File: config.mk
export PLATFORM = sky130hd
export DESIGN_NAME = bcd_frame_transmitter
export DESIGN_NICKNAME = d
export VERILOG_FILES = /design/src/rtl/bcd_frame_transmitter.sv
export SDC_FILE = /design/constraint.sdc
export NUM_CORES = 1
export LEC_CHECK = 0
export ABC_AREA = 1
export BUFFER_PORTS_ARGS = -buffer_cell sky130_fd_sc_hd__buf_2
export CORE_MARGIN = 5
export CORE_UTILIZATION = 35
export DETAILED_ROUTE_END_ITERATION = 12
export PLACE_DENSITY_LB_ADDON = 0.08
export SLEW_MARGIN = 40
export SYNTH_ARGS = -nofsm -noshare
export SYNTH_HDL_FRONTEND = slang
export SYNTH_SLANG_ARGS = --single-unit
File: constraint.sdc
create_clock -name clk13MHz -period 1.8 [get_ports clk13MHz]
set_input_delay 0.09 -clock clk13MHz [delete_from_list [all_inputs] [get_ports clk13MHz]]
set_output_delay 0.09 -clock clk13MHz [all_outputs]
set_load 0.05 [all_outputs]
File: src/rtl/bcd_frame_transmitter.sv
// BCD link line encoder: emits an HO frame marker, then serialises WORDS 16-bit words
// MSB-first as IM1 ('1') / IM0 ('0') pulses, each followed by an all-low gap.
module bcd_frame_transmitter #(
    parameter int WORDS     = 96,
    parameter int HO_LEN    = 48,
    parameter int PULSE_LEN = 48,
    parameter int GAP_LEN   = 48
) (
    input  logic        clk13MHz,
    input  logic        nRST,
    input  logic        start,
    input  logic [15:0] din,
    output logic        rdReq,
    output logic [6:0]  rdAddr,
    output logic        HO,
    output logic        IM1,
    output logic        IM0,
    output logic        busy,
    output logic        frameDone
);

    typedef enum logic [2:0] {
        IDLE,
        SYNC,
        SGAP,
        FETCH,
        LOAD,
        PULSE,
        BGAP,
        DONE
    } state_t;

    localparam logic [11:0] HO_LAST    = 12'(HO_LEN - 1);
    localparam logic [11:0] PULSE_LAST = 12'(PULSE_LEN - 1);
    localparam logic [11:0] GAP_LAST   = 12'(GAP_LEN - 1);
    localparam logic [6:0]  WORD_LAST  = 7'(WORDS - 1);

    state_t      state, state_nxt;
    logic [11:0] cnt, cnt_nxt;
    logic [3:0]  bitCnt, bitCnt_nxt;
    logic [6:0]  wordCnt, wordCnt_nxt;
    logic [15:0] shreg, shreg_nxt;

    // Control state; nRST is active-high despite its name.
    always_ff @(posedge clk13MHz) begin
        if (nRST) begin
            state   <= IDLE;
            cnt     <= '0;
            bitCnt  <= '0;
            wordCnt <= '0;
        end else begin
            state   <= state_nxt;
            cnt     <= cnt_nxt;
            bitCnt  <= bitCnt_nxt;
            wordCnt <= wordCnt_nxt;
        end
    end

    always_ff @(posedge clk13MHz) begin
        shreg <= shreg_nxt;
    end

    always_comb begin
        state_nxt   = state;
        cnt_nxt     = cnt + 12'd1;
        bitCnt_nxt  = bitCnt;
        wordCnt_nxt = wordCnt;
        shreg_nxt   = shreg;
        case (state)
            IDLE: begin
                cnt_nxt     = '0;
                wordCnt_nxt = '0;
                if (start) state_nxt = SYNC;
            end
            SYNC: begin
                if (cnt == HO_LAST) begin
                    cnt_nxt   = '0;
                    state_nxt = SGAP;
                end
            end
            SGAP: begin
                if (cnt == GAP_LAST) begin
                    cnt_nxt     = '0;
                    wordCnt_nxt = '0;
                    state_nxt   = FETCH;
                end
            end
            FETCH: begin
                cnt_nxt   = '0;
                state_nxt = LOAD;
            end
            LOAD: begin
                cnt_nxt    = '0;
                bitCnt_nxt = '0;
                shreg_nxt  = din;
                state_nxt  = PULSE;
            end
            PULSE: begin
                if (cnt == PULSE_LAST) begin
                    cnt_nxt   = '0;
                    state_nxt = BGAP;
                end
            end
            BGAP: begin
                if (cnt == GAP_LAST) begin
                    cnt_nxt    = '0;
                    shreg_nxt  = {shreg[14:0], 1'b0};
                    bitCnt_nxt = bitCnt + 4'd1;
                    if (bitCnt != 4'd15) begin
                        state_nxt = PULSE;
                    end else if (wordCnt != WORD_LAST) begin
                        wordCnt_nxt = wordCnt + 7'd1;
                        state_nxt   = FETCH;
                    end else begin
                        state_nxt = DONE;
                    end
                end
            end
            DONE: begin
                cnt_nxt     = '0;
                wordCnt_nxt = '0;
                state_nxt   = IDLE;
            end
            default: state_nxt = IDLE;
        endcase
    end

    // Outputs are registered from the next state so each line tracks its state exactly.
    always_ff @(posedge clk13MHz) begin
        if (nRST) begin
            HO        <= 1'b0;
            IM1       <= 1'b0;
            IM0       <= 1'b0;
            rdReq     <= 1'b0;
            rdAddr    <= '0;
            busy      <= 1'b0;
            frameDone <= 1'b0;
        end else begin
            HO        <= (state_nxt == SYNC);
            IM1       <= (state_nxt == PULSE) &&  shreg_nxt[15];
            IM0       <= (state_nxt == PULSE) && !shreg_nxt[15];
            rdReq     <= (state_nxt == FETCH);
            busy      <= (state_nxt != IDLE) && (state_nxt != DONE);
            frameDone <= (state_nxt == DONE);
            if (state_nxt == FETCH)
                rdAddr <= wordCnt_nxt;
            else if (state_nxt == IDLE)
                rdAddr <= '0;
        end
    end

endmodule

---- Yosys cells after proc, flatten, opt, wreduce, memory -nomap -nowiden ----
Index checks and enable logic that the tools add are counted.
storage, ports and cells
  flip-flop bits (word level) ............. 55
  input bits .............................. 19
  output and inout bits ................... 13
  word-level logic and storage cells ...... 66
cells by class
  $add $sub $neg .......................... 3
  eq/ne operators ......................... 16
  muxes and demuxes ....................... 21
  reduce and logical (&&, ||, !) cells .... 13
operators by type and width
  kind                                             count
  two-way mux 7 bit                                6
  one-hot mux 16 bit (2 select lines)              1
  one-hot mux 12 bit (2 select lines)              1
  one-hot mux 3 bit (8 select lines)               1
  two-way mux 3 bit                                7
  one-hot mux 7 bit (3 select lines)               1
  == test 3 bit (second input constant)            6
  two-way mux 16 bit                               1
  adder 12 x 1 -> 12 bit (second input constant)   1
  == test 12 x 6 -> 1 bit (second input constant)  1
  two-way mux 12 bit                               1
  == test 3 x 2 -> 1 bit (second input constant)   3
  one-hot mux 4 bit (2 select lines)               1
  OR reduction 4 bit                               2
  adder 7 x 1 -> 7 bit (second input constant)     1
  != test 7 bit (second input constant)            1
  == test 3 x 1 -> 1 bit (second input constant)   2
  zero test 3 bit                                  2
  adder 4 x 1 -> 4 bit (second input constant)     1
  two-way mux 4 bit                                1
  != test 4 bit (second input constant)            1
  nonzero test 2 bit                               2
  logical AND 1 bit                                3
  != test 3 bit (second input constant)            1
  other kinds (5)                                  5

---- Logic depth before layout (Yosys ltp) ----
Gate-level depths: netlist of the first run.
  depth after elaboration ................. 8
  gate-level depth with buffers ........... 12
  depth with buffers taken out ............ 12

---- Least setup slack after synthesis of the first run ----
Ideal clock, no wire load.
  path type ............................... register to register
  start ................................... register cnt[0]
  end ..................................... register IM1
  arrival time ............................ 1575 ps
  setup slack ............................. 107 ps
  cell stages (with the launch flop) ...... 12
  path buffers ............................ 0
  period minus slack after synthesis ...... 1693 ps
  cell sequence ........................... dfxtp_1 > ha_1 > nand3_2 > nor2_4 > nand2_4 > nor2_8 > inv_2 > nand2_4 > inv_4 > nand2_4 > nand3_4 > nor3b_2
RTL lines
  element                              line  RTL
  start, declared                      39    logic [11:0] cnt, cnt_nxt;
  start signal, assigned               53    cnt <= cnt_nxt;
  == test 12 x 6 -> 1 bit              105   if (cnt == GAP_LAST) begin
  two-way mux 16 bit                   105
  one-hot mux 16 bit (2 select lines)  69    case (state)
  net shreg_nxt[15]                    42    logic [15:0] shreg, shreg_nxt;
  logical AND 1 bit                    140   IM1 <= (state_nxt == PULSE) && shreg_nxt[15];
  end signal, assigned                 140
  end, declared                        16    output logic IM1,
The timed path passes the listed nets, and every way through them passes these cells. The select of a mux whose other input is x is not followed.
A chain may end at the register's enable or synchronous reset.

---- Worst setup path in the final report of the first run ----
  start ................................... register cnt[1]
  end ..................................... register shreg[5], enable pin
between the ends
  cells in the longest elaborated chain, start to end .. 3
ends and longest elaborated chain
  element                        line  RTL
  == test 12 x 6 -> 1 bit        105
  != test 2 bit (no line)        n/a
  AND reduction 2 bit (no line)  n/a
  end signal, assigned           60    shreg <= shreg_nxt;
  end, declared                  42
No other way between the ends.

==> results of run 1 <==
==> kinds of logic (layout without fill, tap and decap cells) <==
family                   count (synthesis)  in the layout  synth area share, %
AND/OR/NAND/NOR                        142            142                 29.3
adder cells (fa/ha/maj)                  3              3                 1.40
buffers and inverters                   48             94                 6.99
AO/OA/AOI/OAI                           54             54                 13.8
XOR/XNOR                                 6              6                 1.96
flip-flops                              55             55                 46.6
==> flip-flops by register name (all words and copies together), names as in the netlist <==
signal     flops
HO             1
busy           1
state          3
rdAddr         7
shreg         16
cnt           12
bitCnt         4
rdReq          1
IM0            1
wordCnt        7
IM1            1
frameDone      1
==> per-layer routing <==
metal / GRT usage [%] / part of all wire, % / up-vias
met5: 0 / 0 / -
met4: 3.19 / 1.6 / 0
met3: 2.66 / 3.3 / 6
met2: 20.3 / 48 / 39
met1: 15.8 / 47 / 972
li1: - / - / 1117
==> through the flow <==
step / util, % / worst slack (ps) / TNS, ps / cells / power, mW
4_1_cts: 41.2 / 14.0 / 0 / 454 / 2.07
3_5_place_dp: 40.1 / 43.0 / 0 / 446 / 1.41
6_report: 42.4 / 144 / 0 / 456 / 2.03
3_3_place_gp: 40.1 / 61.7 / 0 / 446 / 1.41
2_1_floorplan: - / 107 / 0 / 308 / 1.36
5_1_grt: 42.4 / -35.2 / -59.7 / 456 / 2.14
==> cell usage after synthesis <==
library cell                number
sky130_fd_sc_hd__a21oi_1        13
sky130_fd_sc_hd__a21oi_2         2
sky130_fd_sc_hd__a22o_1         14
sky130_fd_sc_hd__a31oi_1         1
sky130_fd_sc_hd__buf_2           3
sky130_fd_sc_hd__clkbuf_1        3
sky130_fd_sc_hd__clkinv_1        1
sky130_fd_sc_hd__clkinv_2        1
sky130_fd_sc_hd__dfxtp_1        40
sky130_fd_sc_hd__edfxtp_1       15
sky130_fd_sc_hd__ha_1            3
sky130_fd_sc_hd__inv_1          31
sky130_fd_sc_hd__inv_2           8
sky130_fd_sc_hd__inv_4           1
sky130_fd_sc_hd__nand2_1        41
sky130_fd_sc_hd__nand2_2         3
sky130_fd_sc_hd__nand2_4         7
sky130_fd_sc_hd__nand3_1        26
sky130_fd_sc_hd__nand3_2         1
sky130_fd_sc_hd__nand3_4         1
sky130_fd_sc_hd__nand3b_1        1
sky130_fd_sc_hd__nand4_1         2
sky130_fd_sc_hd__nand4_2         1
sky130_fd_sc_hd__nor2_1         33
sky130_fd_sc_hd__nor2_2          5
sky130_fd_sc_hd__nor2_4          7
sky130_fd_sc_hd__nor2_8          1
sky130_fd_sc_hd__nor3_1          7
sky130_fd_sc_hd__nor3_2          3
sky130_fd_sc_hd__nor3b_2         1
sky130_fd_sc_hd__nor4_1          2
sky130_fd_sc_hd__o2111ai_4       1
sky130_fd_sc_hd__o211ai_1        2
sky130_fd_sc_hd__o21a_1          2
sky130_fd_sc_hd__o21ai_0         8
sky130_fd_sc_hd__o21ai_1         9
sky130_fd_sc_hd__o21ai_2         2
sky130_fd_sc_hd__xnor2_1         2
sky130_fd_sc_hd__xor2_1          4
==> power groups by stage <==
stage	Combinational, mW	Sequential, mW	Clock, mW
after floorplan	0.0489	1.32	0
after global placement	0.102	1.30	0
after detailed placement	0.101	1.31	0
after CTS	0.102	1.28	0.693
after global routing	0.118	1.28	0.742
final	0.107	1.27	0.649
==> timing repair <==
item | CTS | global route
buffers inserted | 0 | 2
gates resized for setup | 0 | 22
endpoints found under the setup margin | 0 | 42
==> layout make-up <==
type	instances	area, µm²	area share [%]
multi-input cells	205	1310	40.5
repair buffers	44	278	8.62
inverters	42	161	5.01
clock inverters	3	15.0	0.466
clock buffers	5	68.8	2.14
well taps	102	128	3.96
flip-flops and latches	55	1260	39.3
==> tightest hold or removal path, stage by stage <==
cell	delay (ps)
sky130_fd_sc_hd__buf_2	80
sky130_fd_sc_hd__nand2_1	80
sky130_fd_sc_hd__nand3_4	90
==> worst min path at each step <==
stage	slack, ps	start	end
floorplan	270	din[15]	shreg[15]
global placement	390	din[15]	shreg[15]
detailed placement	380	din[15]	shreg[15]
CTS	60	din[15]	shreg[15]
global route	60	din[15]	shreg[15]
finish	60	din[15]	shreg[15]
==> qor_table.md, run 1 <==
| Result | Reported |
| --- | --- |
| Iteration count of the initial detailed-routing pass | 4 |
| Cells on Worst Hold Path | 3 |
| Net switching power figure | 0.454 mW |
| Peak ir drop on the vdd network | 271 µV |
| Post-layout instance area | 3220 µm² |
| Cell repeated most along the worst path | sky130_fd_sc_hd__nand2_4 |
| Cell breakdown of the critical path | ha_4, nand3_4, nor2_4, nand2_4, nor2_8, inv_2, nand2_4, buf_12 |
| Final setup skew | 7.34 ps |
| Width of the die | 97.6 µm |
| CTS Buf Count | 5 |
| Routed length per placed instance | 12.6 µm |
| Max-slew violation count | 0 |
| Post-Syn Instances | 308 |
| Core Region | 7610 µm² |
| Insertion delay of the later-clocked pin in the worst-skew pair | 300 ps |
| Clock Power Share | 32.0% |
| Crit share post-route | 92.0% |
| Initial Utilization | 35.3% |
| Final count of hold timing violations | 0 |
| Sequential share of power | 62.8% |
| Area share of the largest cell type after synthesis | 29.8% |
| Final ANT Viol Nets | 0 |
| Hold-fix buffers at CTS | 0 |
| Antenna violations before repair | 0 |
| Number of global-route vias before repair | 2058 |
| Combinational group share of total power | 5.3% |
| Startpoint of the worst register-to-register path | cnt[1] |
| Pin count of the biggest net entering global routing | 20 |
| Setup Crit Path Kind | register to register |
| Leak pwr | 1.33 nW |
| Crit-path max cell delay | 370 ps |
| CTS tree | done |
| RSZ-0062 raised after global routing | yes |
| Clk pin slew, worst setup/hold paths | 90 ps |
| Total Routed Length | 5740 µm |
| Detailed placement HPWL | 4310 µm |
| Type of the tightest min-delay check | input port to register |
| Number of clock sinks | 55 |
| Average footprint of a synthesized cell | 8.72 µm² |
| Crit-path slowest cell | sky130_fd_sc_hd__dfxtp_2 |
| Data required time at the worst endpoint | 1820 ps |
| Number of max-cap violations | 0 |
| Design internal power | 1.58 mW |
| Count of state elements after synthesis | 55 |
| Capturing instance or port of the critical path | shreg[5] |
| Post-detailed-placement cell area | 3050 µm² |
| Total Nets Final | 375 |
| Global-route wire length before repair | 9650 µm |
| RR Endpoint | shreg[5] |
| Final antenna diode count | 0 |
| FF-to-FF setup slack | 140 ps |
| Placement row count | 32 |
| Data arrival time of the worst path | 1670 ps |
| Buffer depth of the longest clock path | 2 |
| Least-Margin Pin Slew | 504 ps |
| Proportion of synthesized chip area in sequential cells | 46.6% |
| Via-per-instance ratio | 4.68 |
| Most frequent standard cell in the layout excluding fill and tap cells | sky130_fd_sc_hd__nand2_1 |
| Routability cong. | 0.865 |
| Cell accounting for the most synthesized area | sky130_fd_sc_hd__dfxtp_1 |
| Most frequent cells in the layout | sky130_fd_sc_hd__nand2_1 (38), sky130_fd_sc_hd__dfxtp_1 (33), sky130_fd_sc_hd__nor2_1 (33) |
| Mapped Nets | 330 |
| Post-detailed-route DRC marker count | 0 |
| GR Overflow Total | 0 |
| Clock period minus worst slack | 1660 ps |
| Die outline height | 97.6 µm |
| Synthesis warning total | 0 |
| Number of design-rule violations left by the first detailed-router iteration | 68 |
| Crit. Startpoint | cnt[1] |
| Port bufs | 31 |
| Ports placed on the boundary | 32 |
| Critical path launch point type | register |
| Length in cells of the worst reg-to-reg path | 8 |
| Filler cell count in the final layout | 800 |
| Full die area | 9520 µm² |
| Post-Route Hold Slack | 60.1 ps |
| Worst path bufs/invs | 2 |
| CP max FO | 15 |
| Top area cells in the synthesized netlist | sky130_fd_sc_hd__dfxtp_1 (30%), sky130_fd_sc_hd__edfxtp_1 (17%), sky130_fd_sc_hd__nand2_1 (5.7%) |
| Final setup violation count | 0 |
| Via count | 2134 |
| Relative max-transition margin | 66.1% |
| PD cells | 630 nW/µm² |
| Distinct cell type count of the synthesized netlist | 39 |
| Switching Fraction | 22.4% |
| Run status | finished clean |
| Summed instance area of the synthesized netlist | 2690 µm² |
| Total routing resource utilization after global routing | 12.1% |
| Area growth from synthesis to layout | 20.0% |
| Fraction of final layout cells sized beyond drive strength 1 | 31.4% |
| H-tree Lvls | 2 |
| Total stage count of the critical path | 8 |
| Achievable frequency | 604 MHz |
| CP Capture Type | register |
| Cell chosen for the clock root | sky130_fd_sc_hd__clkbuf_8 |
| Family of cells with the greatest summed delay on the critical path | simple AND/OR/NAND/NOR gates |
(Power assumes the default switching activity.)
==> inputs of run 2 (changes only) <==
--- a/config.mk
+++ b/config.mk
@@ -8,7 +8,7 @@
 export ABC_AREA = 1
 export BUFFER_PORTS_ARGS = -buffer_cell sky130_fd_sc_hd__buf_2
 export CORE_MARGIN = 5
-export CORE_UTILIZATION = 35
+export CORE_UTILIZATION = 30
 export DETAILED_ROUTE_END_ITERATION = 12
 export PLACE_DENSITY_LB_ADDON = 0.08
 export SLEW_MARGIN = 40
==> qor_table.md, run 2 (synthesis results as in run 1) <==
| Result | Reported |
| --- | --- |
| Run status | finished clean |
| CTS tree | done |
| RSZ-0062 raised after global routing | yes |
| Width of the die | 105 µm |
| Biggest register | shreg |
| Design Power | 2.05 mW |
| Fraction of final layout cells sized beyond drive strength 1 | 34.5% |
| Startpoint of the worst register-to-register path | cnt[0] |
| Ports placed on the boundary | 32 |
| Number of design-rule violations left by the first detailed-router iteration | 85 |
| Hold-fix buffers at CTS | 0 |
| Cell chosen for the clock root | sky130_fd_sc_hd__clkbuf_8 |
| Leak pwr | 1.36 nW |
| Number of flip-flops in the largest register | 16 |
| Routability cong. | 0.774 |
| Max-slew violation count | 0 |
| Cells on Worst Hold Path | 3 |
| Total Nets Final | 386 |
| Pre-CTS setup slack | -4.15 ps |
| Global-route wire length before repair | 10400 µm |
| Type of the tightest min-delay check | input port to register |
| Number of global-route vias before repair | 2163 |
| Critical path launch point type | register |
| Least-Margin Pin Slew | 377 ps |
| Most frequent standard cell in the layout excluding fill and tap cells | sky130_fd_sc_hd__nand2_1 |
| Data arrival time of the worst path | 1890 ps |
| Setup slack after layout | 96.3 ps |
| Achievable frequency | 587 MHz |
| Final antenna diode count | 0 |
| Length in cells of the worst reg-to-reg path | 10 |
| Launch point of the worst hold path | din[15] |
| Most frequent cells in the layout | sky130_fd_sc_hd__nand2_1 (36), sky130_fd_sc_hd__dfxtp_1 (35), sky130_fd_sc_hd__nor2_1 (32) |
| Number of max-cap violations | 0 |
| Buffer depth of the longest clock path | 2 |
| Routed length per placed instance | 12.9 µm |
| Clock period minus worst slack | 1700 ps |
| Full die area | 10900 µm² |
| Via-per-instance ratio | 4.63 |
| Total Routed Length | 6130 µm |
| Via count | 2190 |
| Largest registers in the final layout | shreg x16, cnt x12 |
| Setup Total Neg Slack | 0 ps |
| Clk pin slew, worst setup/hold paths | 100 ps |
| Placement row count | 34 |
| Pin count of the biggest net entering global routing | 20 |
| CP max FO | 8 |
| Total routing resource utilization after global routing | 11.3% |
| Final ANT Viol Nets | 0 |
| Final count of hold timing violations | 0 |
| CTS Buf Count | 5 |
| Core Region | 8720 µm² |
| Iteration count of the initial detailed-routing pass | 4 |
| Port bufs | 31 |
| GR Overflow Total | 0 |
| Relative max-transition margin | 74.8% |
| H-tree Lvls | 2 |
| PD cells | 619 nW/µm² |
| Antenna violations before repair | 0 |
| Insertion delay of the later-clocked pin in the worst-skew pair | 300 ps |
| Data required time at the worst endpoint | 1990 ps |
| Crit share post-route | 94.6% |
| Number of clock sinks | 55 |
| RR Endpoint | rdAddr[3] |
| Hold-critical path endpoint | shreg[15] |
| Detailed placement HPWL | 4530 µm |
| FF-to-FF setup slack | 100 ps |
| Final setup skew | 6.48 ps |
| Initial Utilization | 30.8% |
| Die outline height | 105 µm |
| CP Capture Type | register |
| Area growth from synthesis to layout | 23.4% |
| Peak ir drop on the vdd network | 322 µV |
| Post-detailed-route DRC marker count | 0 |
| Crit. Startpoint | cnt[0] |
| Setup Crit Path Kind | register to register |
| Final setup violation count | 0 |
-- run 2: cell types whose count changed in the layout (fill, tap and decap cells not counted), moves of 2 or more --
cell / previous run / this run
sky130_fd_sc_hd__dfxtp_1: 33 / 35
sky130_fd_sc_hd__buf_4: 11 / 23
sky130_fd_sc_hd__inv_2: 9 / 11
sky130_fd_sc_hd__nand2_1: 38 / 36
sky130_fd_sc_hd__clkinv_2: 4 / 2
sky130_fd_sc_hd__nand3_2: 0 / 2
sky130_fd_sc_hd__nand3_1: 26 / 24
sky130_fd_sc_hd__nand2_2: 6 / 8
sky130_fd_sc_hd__inv_1: 31 / 29
-- run 2: cell type report --
class | instances | area [µm²]
repair buffers | 55 | 348
fillers | 896 | 5410
clock buffers | 6 | 72.6
multi-input cells | 205 | 1320
clock inverters | 2 | 12.5
flip-flops and latches | 55 | 1260
well taps | 108 | 135
inverters | 42 | 161
-- run 2: worst max-delay path by stage --
stage                      to  cells after the start
CTS                 shreg[14]                      8
global placement          IM0                     10
finish              rdAddr[3]                     10
global route        rdAddr[0]                     10
floorplan                 IM1                     11
detailed placement  rdAddr[2]                     11
-- run 2: critical path: stages, from the launching register on --
cell	delay (ps)
sky130_fd_sc_hd__dfxtp_4	380
sky130_fd_sc_hd__ha_4	150
sky130_fd_sc_hd__nand3_4	80
sky130_fd_sc_hd__nor2_4	190
sky130_fd_sc_hd__nand2_4	130
sky130_fd_sc_hd__o21ai_2	160
sky130_fd_sc_hd__nand2_2	80
sky130_fd_sc_hd__nor2_4	170
sky130_fd_sc_hd__nand2_4	110
sky130_fd_sc_hd__nand3_1	80
sky130_fd_sc_hd__a21oi_1	60
-- run 2: metal layers --
metal	vias up	wire, µm	GRT usage [%]
met5	-	0	0
met4	0	109	3.74
met3	8	243	2.65
met2	37	2830	18.2
met1	1003	2940	15.0
li1	1142	-	-
-- run 2: timing repair --
| item | in CTS | in global routing |
|---|---|---|
| setup endpoints to repair | 7 | 41 |
| gates resized for setup | 2 | 24 |
| pin swaps | 4 | 12 |
| buffers inserted | 1 | 6 |
| hold endpoints to repair | 0 | 0 |
-- run 2: power breakdown --
part | internal [mW] | switching, mW
Clock | 0.273 | 0.398
Combinational | 0.0393 | 0.0653
Sequential | 1.27 | 0.00681
Total | 1.58 | 0.470
-- run 2: per-stage QoR --
step	utilization (%)	hold slack, ps	cells	instance area, µm²
2_1_floorplan	-	271	308	2690
3_3_place_gp	35.4	392	458	3090
3_5_place_dp	35.4	381	458	3090
4_1_cts	36.5	56.6	467	3190
5_1_grt	38.0	62.0	473	3310
6_report	38.0	70.0	473	3310
==> inputs of run 3 (changes only) <==
--- a/config.mk
+++ b/config.mk
@@ -11,6 +11,8 @@
 export CORE_UTILIZATION = 30
 export DETAILED_ROUTE_END_ITERATION = 12
 export PLACE_DENSITY_LB_ADDON = 0.08
+export SETUP_SLACK_MARGIN = 0.2
+export SKIP_LAST_GASP = 1
 export SLEW_MARGIN = 40
 export SYNTH_ARGS = -nofsm -noshare
 export SYNTH_HDL_FRONTEND = slang
==> qor_table.md, run 3 (synthesis results as in run 1) <==
| Result | Reported |
| --- | --- |
| FF-to-FF setup slack | 140 ps |
| CTS Buf Count | 5 |
| Core Region | 8720 µm² |
| Setup Total Neg Slack | 0 ps |
| Startpoint of the worst register-to-register path | cnt[1] |
| Number of flip-flops in the largest register | 16 |
| Type of the tightest min-delay check | input port to register |
| Number of clock sinks | 55 |
| Hold-fix buffers at CTS | 0 |
| Final setup skew | 10.5 ps |
| Area growth from synthesis to layout | 33.4% |
| PD cells | 618 nW/µm² |
| Design internal power | 1.72 mW |
| Cell chosen for the clock root | sky130_fd_sc_hd__clkbuf_8 |
| Pin count of the biggest net entering global routing | 20 |
| CTS tree | done |
| Data arrival time of the worst path | 1870 ps |
| Total stage count of the critical path | 11 |
| Launch point of the worst hold path | din[9] |
| Register area | 1260 µm² |
| Number of max-cap violations | 0 |
| Run status | finished clean |
| Hold-critical path endpoint | shreg[9] |
| Data required time at the worst endpoint | 2010 ps |
| Post-detailed-placement cell area | 3090 µm² |
| Port bufs | 31 |
| Placement row count | 34 |
| Clock period minus worst slack | 1660 ps |
| Achievable frequency | 602 MHz |
| Peak ir drop on the vdd network | 370 µV |
| Crit share post-route | 92.3% |
| Total Routed Length | 6290 µm |
| Buffer depth of the longest clock path | 2 |
| Detailed placement HPWL | 4470 µm |
| Switching Fraction | 22.1% |
| Biggest register | shreg |
| Fraction of final layout cells sized beyond drive strength 1 | 38.7% |
| Routability cong. | 0.729 |
| Most frequent cells in the layout | sky130_fd_sc_hd__nand2_1 (37), sky130_fd_sc_hd__dfxtp_1 (32), sky130_fd_sc_hd__nor2_1 (31), sky130_fd_sc_hd__buf_2 (31), sky130_fd_sc_hd__inv_1 (28) |
| Routed length per placed instance | 13.0 µm |
| Clk pin slew, worst setup/hold paths | 100 ps |
| RR Endpoint | IM1 |
| Full die area | 10900 µm² |
| Initial Utilization | 30.8% |
| Via count | 2215 |
| Number of design-rule violations left by the first detailed-router iteration | 50 |
| Setup Crit Path Kind | register to register |
| Max-slew violation count | 0 |
| Net switching power figure | 0.488 mW |
| Setup slack after layout | 139 ps |
| Ports placed on the boundary | 32 |
| Family of cells with the greatest summed delay on the critical path | simple AND/OR/NAND/NOR gates |
| Length in cells of the worst reg-to-reg path | 11 |
| Largest registers in the final layout | shreg x16, cnt x12 |
| Crit-path slowest cell | sky130_fd_sc_hd__dfxtp_2 |
| Final antenna diode count | 0 |
| Least-Margin Pin Slew | 474 ps |
| Width of the die | 105 µm |
| Cells on Worst Hold Path | 2 |
| Die outline height | 105 µm |
| Relative max-transition margin | 68.1% |
| Most frequent standard cell in the layout excluding fill and tap cells | sky130_fd_sc_hd__nand2_1 |
| Iteration count of the initial detailed-routing pass | 4 |
| CP max FO | 5 |
| Met3 layer wire length in the routed design | 224 µm |
| Met2 Routed Length | 2970 µm |
| Filler cell count in the final layout | 875 |
| Insertion delay of the later-clocked pin in the worst-skew pair | 310 ps |
| Highest metal used | met4 |
| Final standard cell utilization of the core | 41.1% |
| Cell breakdown of the critical path | ha_4, nand3_4, nor2_4, nand2_4, nor2_8, inv_6, nand2_8, inv_8, nand2_4, nand3_4, nor3b_2 |
| Final ANT Viol Nets | 0 |
| Global-route wire length before repair | 10500 µm |
| Total routing resource utilization after global routing | 11.5% |
| Total Nets Final | 396 |
| Critical path launch point type | register |
| Post-detailed-route DRC marker count | 0 |
| Final count of hold timing violations | 0 |
| Combinational group share of total power | 4.8% |
| Post-layout instance area | 3580 µm² |
| Post-Route Hold Slack | 66.7 ps |
| Pre-CTS setup slack | -62.7 ps |
| Wire length on met1 | 3030 µm |
| Sequential share of power | 57.6% |
| Number of global-route vias before repair | 2164 |
| GR Overflow Total | 0 |
| H-tree Lvls | 2 |
| CP Capture Type | register |
| Number of non-filler instances in the completed layout | 483 |
| Final setup violation count | 0 |
| RSZ-0062 raised after global routing | yes |
| Antenna violations before repair | 0 |
| Design Power | 2.21 mW |
| Worst path bufs/invs | 2 |
| Crit-path max cell delay | 360 ps |
| Leak pwr | 1.51 nW |
| Via-per-instance ratio | 4.59 |
| Clock Power Share | 37.5% |
| Number of instances in the placed design | 452 |
| Area of the multi-input gates | 1430 µm² |
==> run 3: cell type report <==
type                            instances  area share (%)
Tap cell                              108            3.77
Inverter                               42            4.79
Multi-Input combinational cell        206            40.0
Clock buffer                            5            1.92
Clock inverter                          3            1.19
Sequential cell                        55            35.3
Timing Repair Buffer                   64            13.1
==> run 3: timing repair <==
action | in CTS | in global routing
gates resized for setup | 25 | 23
pin swaps | 13 | 12
setup buffers | 11 | 10
endpoints found under the setup margin | 35 | 44
cloned | 0 | 2
==> run 3: layer usage <==
metal  global-route usage [%]  up-vias
li1                         -     1165
met2                     18.8       31
met4                     3.29        0
met3                     2.53        4
met1                     15.2     1015
met5                        0        -
==> run 3: worst max path at each step <==
stage | start | endpoint | slack [ps]
3_3_place_gp | bitCnt[0] | rdAddr[1] | -90
3_5_place_dp | bitCnt[0] | rdAddr[6] | -60
6_report | cnt[1] | IM1 | 140
4_1_cts | cnt[1] | rdAddr[1] | 140
5_1_grt | cnt[1] | rdAddr[6] | -8
2_1_floorplan | cnt[1] | IM1 | 170
==> run 3: worst reg2reg max path, stage by stage (launching register included) <==
cell,delay (ps)
sky130_fd_sc_hd__dfxtp_2,360
sky130_fd_sc_hd__ha_4,150
sky130_fd_sc_hd__nand3_4,80
sky130_fd_sc_hd__nor2_4,180
sky130_fd_sc_hd__nand2_4,130
sky130_fd_sc_hd__nor2_8,160
sky130_fd_sc_hd__inv_6,70
sky130_fd_sc_hd__nand2_8,100
sky130_fd_sc_hd__inv_8,50
sky130_fd_sc_hd__nand2_4,50
sky130_fd_sc_hd__nand3_4,60
sky130_fd_sc_hd__nor3b_2,150
==> run 3: power groups by stage <==
stage,Combinational (mW),Sequential [mW],Clock (mW)
after floorplan,0.0493,1.32,0
final,0.107,1.28,0.830
after CTS,0.107,1.28,0.874
after global placement,0.101,1.31,0
after detailed placement,0.0998,1.31,0
after global routing,0.118,1.28,0.929
